==> config.mk <==
export PLATFORM = sky130hd
export DESIGN_NAME = vend_dispense_arbiter
export DESIGN_NICKNAME = d
export VERILOG_FILES = /design/src/rtl/vend_dispense_arbiter.sv
export SDC_FILE = /design/constraint.sdc
export NUM_CORES = 1
export LEC_CHECK = 0
export ABC_CLOCK_PERIOD_IN_PS = 2500
export CORE_UTILIZATION = 36
export DETAILED_ROUTE_END_ITERATION = 7
export PLACE_DENSITY = 0.71
export SYNTH_ARGS = -nofsm -noshare
export SYNTH_HDL_FRONTEND = slang
export SYNTH_SLANG_ARGS = --single-unit
==> constraint.sdc <==
create_clock -name i_clock -period 2.5 [get_ports i_clock]
set_input_delay 0.5 -clock i_clock [delete_from_list [all_inputs] [get_ports i_clock]]
set_output_delay 0.5 -clock i_clock [all_outputs]
set_load 0.05 [all_outputs]
==> src/rtl/vend_dispense_arbiter.sv <==
// vend_dispense_arbiter: round-robin vend arbiter with timed motor drive; define VEND_STOCK_EN to build stock counters and sold-out refusal
module vend_dispense_arbiter #(
  parameter int unsigned DISP_CYCLES = 8,
  parameter int unsigned STOCK_INIT = 15
) (
  input  logic       i_clock,
  input  logic       i_resetn,
  input  logic [3:0] i_req,
  input  logic [7:0] i_item,
  input  logic       i_restock,
  output logic [3:0] o_grant,
  output logic [3:0] o_ack,
  output logic [3:0] o_nack,
  output logic       o_motor_en,
  output logic [1:0] o_motor_sel,
  output logic       o_busy,
  output logic [2:0] o_empty
);
  typedef enum logic [1:0] {IDLE, CHECK, DISPENSE, RESP} state_t;
  state_t state, state_n;
  logic [1:0] ptr, ptr_n, win, win_n, item, item_n, rr;
  logic refuse, refuse_n;
  logic [7:0] cnt, cnt_n;
  logic [3:0] refuse_item;
  // round-robin pick plus next-state and transaction bookkeeping
  always_comb begin
    rr = ptr;
    for (int k = 3; k >= 0; k--) if (i_req[ptr + 2'(k)]) rr = ptr + 2'(k);
    state_n = state;
    ptr_n = ptr;
    win_n = win;
    item_n = item;
    refuse_n = refuse;
    cnt_n = cnt;
    case (state)
      IDLE: if (|i_req) begin
        state_n = CHECK;
        win_n = rr;
        item_n = i_item[2*rr +: 2];
        refuse_n = 1'b0;
      end
      CHECK: begin
        refuse_n = refuse_item[item];
        state_n = refuse_item[item] ? RESP : DISPENSE;
        cnt_n = 8'(DISP_CYCLES);
      end
      DISPENSE: begin
        cnt_n = cnt - 8'd1;
        state_n = (cnt == 8'd1) ? RESP : DISPENSE;
      end
      default: begin
        ptr_n = win + 2'd1;
        state_n = IDLE;
      end
    endcase
  end
  // state and all outputs registered from next-state values
  always_ff @(posedge i_clock or negedge i_resetn) begin
    if (!i_resetn) begin
      state <= IDLE;
      ptr <= 2'd0;
      win <= 2'd0;
      item <= 2'd0;
      refuse <= 1'b0;
      cnt <= 8'd0;
      o_grant <= 4'd0;
      o_ack <= 4'd0;
      o_nack <= 4'd0;
      o_motor_en <= 1'b0;
      o_motor_sel <= 2'd0;
      o_busy <= 1'b0;
    end else begin
      state <= state_n;
      ptr <= ptr_n;
      win <= win_n;
      item <= item_n;
      refuse <= refuse_n;
      cnt <= cnt_n;
      o_grant <= (state_n == IDLE) ? 4'd0 : 4'b0001 << win_n;
      o_ack <= (state_n == RESP && !refuse_n) ? 4'b0001 << win_n : 4'd0;
      o_nack <= (state_n == RESP && refuse_n) ? 4'b0001 << win_n : 4'd0;
      o_motor_en <= state_n == DISPENSE;
      o_motor_sel <= (state_n == DISPENSE) ? item_n : 2'd0;
      o_busy <= state_n != IDLE;
    end
  end
`ifdef VEND_STOCK_EN
  logic [3:0] stock [1:3];
  logic [3:0] stock_n [1:3];
  // sold-out flags and counter update; restock overrides a same-cycle decrement
  always_comb begin
    refuse_item = 4'b0001;
    for (int k = 1; k <= 3; k++) begin
      refuse_item[k] = stock[k] == 4'd0;
      stock_n[k] = i_restock ? 4'(STOCK_INIT) : (state == CHECK && item == 2'(k) && stock[k] != 4'd0) ? stock[k] - 4'd1 : stock[k];
    end
  end
  // stock counters and registered empty flags
  always_ff @(posedge i_clock or negedge i_resetn) begin
    if (!i_resetn) begin
      for (int k = 1; k <= 3; k++) stock[k] <= 4'(STOCK_INIT);
      o_empty <= 3'd0;
    end else begin
      for (int k = 1; k <= 3; k++) stock[k] <= stock_n[k];
      o_empty <= {stock_n[3] == 4'd0, stock_n[2] == 4'd0, stock_n[1] == 4'd0};
    end
  end
`else
  logic unused_restock;
  assign unused_restock = i_restock;
  assign refuse_item = 4'b0001;
  assign o_empty = 3'b000;
`endif
endmodule

# Word level (Yosys, flattened, before mapping)
# Cells that the tools add are included.
[classes]
addsub = 5
n_lt_le_gt_ge = 5
eq_ne = 5
shifts = 2
n_mux = 29
reduce_logical = 9
[op_table]
columns = ["cell", "count"]
rows = [
  ["$mux 2", 10],
  ["$pmux 8 s2", 1],
  ["$lt 2x3->1 const B", 5],
  ["$mux 4", 3],
  ["$bmux 1 s2", 5],
  ["$eq 8x1->1 const B", 1],
  ["$mux 1", 8],
  ["$shiftx 8x4->2", 1],
  ["$sub 8x1->8 const B", 1],
  ["$eq 2x2->1 const B", 3],
  ["$pmux 2 s3", 1],
  ["$add 2x1->2 const B", 2],
  ["$add 2x2->2 const B", 2],
  ["$logic_not 2->1", 2],
  ["$reduce_bool 2->1", 2],
  ["$reduce_or 4->1", 1],
  ["$shl 1x2->4 const A", 1],
  ["$reduce_or 3->1", 1],
  ["$eq 2x1->1 const B", 1],
  ["$logic_and 1x1->1", 2],
  ["$pmux 1 s2", 1],
  ["$logic_not 1->1", 1],
]
[totals]
regBits = 33
input_bits = 15
wordCells = 67

# Logic depth before layout (Yosys ltp)
[depth]
depth_word = 11
ltp_mapped = 8

# Least setup slack after synthesis
# OpenSTA, ideal clock, no wires.
[synth_timing]
kind = "register to register"
from = "reg cnt[3]"
to = "reg o_motor_sel[1]"
setup_ps = 140
arrival_ps = 1853
slack_ps = 506
path_stages_with_launch = 6
path_buffers = 0
synth_period_minus_slack_ps = 1994
cell_sequence = "dfrtp_1 > or4_4 > or4_4 > a21oi_4 > nand2b_1 > nor4_1"
[synth_between]
elab_chain_cells = 5
[synth_rtl]
columns = ["item", "line", "rtl"]
rows = [
  ["start, declared", "23", "logic [7:0] cnt, cnt_n;"],
  ["start signal, assigned", "78", "cnt <= cnt_n;"],
  ["$eq 8x1->1", "49", "state_n = (cnt == 8'd1) ? RESP : DISPENSE;"],
  ["$mux 1", "49", ""],
  ["$pmux 2 s3", "35", "case (state)"],
  ["via state_n[0]", "20", "state_t state, state_n;"],
  ["$eq 2x2->1", "83", "o_motor_sel <= (state_n == DISPENSE) ? item_n : 2'd0;"],
  ["$mux 2", "83", ""],
  ["end signal, assigned", "83", ""],
  ["end, declared", "15", "output logic [1:0] o_motor_sel,"],
]
# The timed path passes the listed nets, and every way through them passes these cells.
# A chain may end at the register's enable or synchronous reset.

# Worst setup path after layout
[layout_timing]
from = "in i_req[3]"
to = "reg item[1]"
[layout_between]
elab_chain_cells = 9
elab_cells_between_ends = 16
classes_between = "shift: 1; mux: 14; reduce/logical: 1"
[layout_rtl]
columns = ["item", "line", "rtl"]
rows = [
  ["start, declared", "8", "input logic [3:0] i_req,"],
  ["$bmux 1 s2", "28", "for (int k = 3; k >= 0; k--) if (i_req[ptr + 2'(k)]) rr = ptr + 2'(k);"],
  ["$mux 1 (not written as such)", "28", ""],
  ["$mux 2 (4 in a row)", "28", ""],
  ["$shiftx 8x4->2", "39", "item_n = i_item[2*rr +: 2];"],
  ["$mux 2 *", "36", "IDLE: if (|i_req) begin"],
  ["$mux 2 *", "35", ""],
  ["via item_n[1]", "21", "logic [1:0] ptr, ptr_n, win, win_n, item, item_n, rr;"],
  ["end signal, assigned", "76", "item <= item_n;"],
  ["end, declared", "21", ""],
]
# The timed path passes the listed nets; every way through them passes the cells marked *. The select of a mux whose other input is x is not followed.

==> impl_metrics.py <==
metrics = {
    "clock_network": {
        "cts_sinks": 33,
        "hold_buffers": 0,
        "tritoncts": "built",
        "root_buffer": "clkbuf_8",
        "cts_buffers": 5,
        "clock_insertion_delay_worst_skew_ns": 0.29,
        "cts_setup_buffers": 0,
        "h-tree-depth": 2,
        "cts-resized-gates": 0,
        "clock_path_buffers": 2,
        "cts.clk_slew.worst_paths_ns": 0.07,
    },
    "floorplan": {
        "rows": 24,
        "io_pins": 34,
        "die-width_um": 69.1,
        "dieArea_mm2": 0.00478,
        "die_h_um": 69.1,
        "start_util_pct": 37.3,
        "core_area_mm2": 0.00435,
    },
    "sta": {
        "period_share_pct": 91.3,
        "fin_skew_ns": 0.00498,
        "tightestPinTransition_ns": 0.566,
        "hold_violations": 0,
        "rsz0062_at_grt": "no",
        "min_period_ns": 2.28,
        "drv_slew": 0,
        "setup_violations": 0,
        "slew_headroom_pct": 61.9,
        "fmax_ghz": 0.438,
    },
    "synth": {
        "netlist.area_leader.share_pct": 50.9,
        "synth_seq_area_share_pct": 50.9,
        "synth_edf_count": 0,
        "synth_ff_type": "dfrtp_1",
        "syn_inst": 159,
        "async_flop_share_pct": 100,
        "syn_avg_cell_area_um2": 10.2,
        "ys_types": 43,
        "syn_area_mm2": 0.00162,
        "yosys_warnings": 0,
        "ys_seq_elements": 33,
        "synth.area.top_cells": "dfrtp_1 (51%), ha_1 (4.6%), nor2_1 (3.9%), nand2_1 (3.2%), o21ai_0 (2.5%)",
        "synth_top_area_cell": "dfrtp_1",
    },
    "critical_path": {
        "cp-end-kind": "register",
        "cp_max_fo": 7,
        "r2r_end": "o_motor_sel[0]",
        "critPathLaunchType": "input pin",
        "crit_family": "simple AND/OR/NAND/NOR gates",
        "r2r_setup_slack_ns": 0.32,
        "path_class": "input pin to register",
        "cp_num_buf_inv": 1,
        "reg2reg_from": "cnt[3]",
        "cp_cell_sequence": "clkdlybuf4s50_1 -> and3b_1 -> or4_4 -> and3_1 -> a2111oi_1 -> nor3_1",
        "cp.arrival_ns": 2.44,
        "required_ns": 2.65,
        "reg2regPathDepth": 6,
        "cpPeakStageDelay_ns": 0.52,
        "slowest_stage": "clkdlybuf4s50_1",
    },
    "finish": {
        "final_common_cell": "dfrtp_1",
        "fillers": 420,
        "area_growth_pct": 30.1,
        "insertedDiodeCount": 0,
        "post_layout_nonfiller_instances": 254,
        "drive_above_1_share_pct": 13.4,
        "final_cell_mix": "dfrtp_1 (33), clkdlybuf4s50_1 (29), nor2_1 (17), nand2_1 (14)",
        "nets": 222,
    },
    "detailed_routing": {
        "drt_iter0_markers": 65,
        "drt-pass1-iter-count": 4,
        "drc": 0,
        "routedWlPerCell_um": 12.8,
        "antenna_left": 0,
        "vias": 1308,
        "avgViaCountPerCell": 5.15,
        "finalWirelength_um": 3250,
    },
    "global_route": {
        "overflow": 0,
        "grt_usage_pct": 15.1,
        "grt_pass1_vias": 1252,
        "grt_max_degree": 34,
        "antenna_found_initial": 0,
        "grt_first_pass_wirelength_um": 5730,
    },
    "power": {
        "p_leak_uw": 0.000952,
        "total_power_uw": 2710,
        "peakVddDrop_mv": 0.360,
        "pwr_density_cell_mw_per_mm2": 1290,
    },
    "min_path": {
        "hold_class": "register to register",
        "hold_start": "cnt[6]",
        "min_to": "cnt[6]",
        "hold_depth": 1,
    },
    "placement": {
        "dpl.cell_count": 246,
        "port_buffers": 29,
        "gp_congestion": 0.738,
        "dp_hpwl_um": 2400,
    },
    "flow_run": {
        "drv_cap": 0,
    },
    "run_status": {
        "run_status": "completed",
    },
}
[layer usage]
metal	wire length [µm]	share of wire (%)	global-route usage, %	vias up
li1	-	-	-	640
met5	0	0	0	-
met2	1510	46	23.7	26
met3	140	4.3	4.97	5
met4	39	1.2	4.54	0
met1	1560	48	19.7	637
[layout make-up]
cell class	instances	area, µm²	share of cell area (%)
Sequential cell	33	826	39.1
Multi-Input combinational cell	112	732	34.7
Timing Repair Buffer	39	365	17.3
Clock buffer	5	68.8	3.26
Tap cell	52	65.1	3.08
Inverter	10	37.5	1.78
Clock inverter	3	17.5	0.829
[through the flow]
stage	hold WS [ns]	instance area (µm²)	setup TNS, ns	util, %	setup slack, ns
2_1_floorplan	0.204	1630	0	-	0.506
3_3_place_gp	0.482	2030	-0.138	46.5	-0.0704
3_5_place_dp	0.485	2030	-0.176	46.5	-0.0881
4_1_cts	0.499	2110	0	48.5	0.219
5_1_grt	0.532	2110	0	48.5	0.0747
6_report	0.506	2110	0	48.5	0.216
[synthesized netlist by cell type, types with 3 or more instances]
master,count
nor2_1,17
inv_1,10
o21ai_0,8
nor2b_1,4
nor3_1,5
nand2b_1,4
buf_4,3
nand3b_1,3
a21oi_1,3
nand2_1,14
and3_1,5
a211oi_1,3
or4_4,3
dfrtp_1,33
ha_1,6
[worst max path at each step]
stage                     startpoint        endpoint  slack [ns]  cells past startpoint
after floorplan               cnt[3]  o_motor_sel[1]        0.51                      5
after global placement      i_req[3]  o_motor_sel[1]       -0.07                      6
after detailed placement    i_req[3]  o_motor_sel[1]       -0.09                      6
after CTS                   i_req[3]         item[1]        0.22                      6
after global routing        i_req[2]         item[1]        0.07                      6
final                       i_req[3]         item[1]        0.22                      6
[power breakdown]
group	leakage (µW)	internal, µW	switching [µW]
combinational	0.000484	580	882
sequential	0.000424	725	135
clock	0.0000439	192	200
total	0.000952	1500	1220
[flip-flops by register name (all words and copies together), names as in the netlist]
| signal | cells |
|---|---|
| o_grant | 4 |
| cnt | 8 |
| ptr | 2 |
| o_motor_sel | 2 |
| o_motor_en | 1 |
| o_busy | 1 |
| o_nack | 4 |
| win | 2 |
| state | 2 |
| refuse | 1 |
| item | 2 |
| o_ack | 4 |
[kinds of logic after synthesis]
kind of cell / synth area share (%)
DFF: 50.9
other: 0.231
xor gates and xnor gates: 0.540
buffers and inverters: 4.47
and+or+nand+nor: 22.4
adders and majority gates: 4.63
AOI/OAI and AO/OA: 15.7
muxes: 1.23
Note: power is estimated with default switching activity, not from simulation.
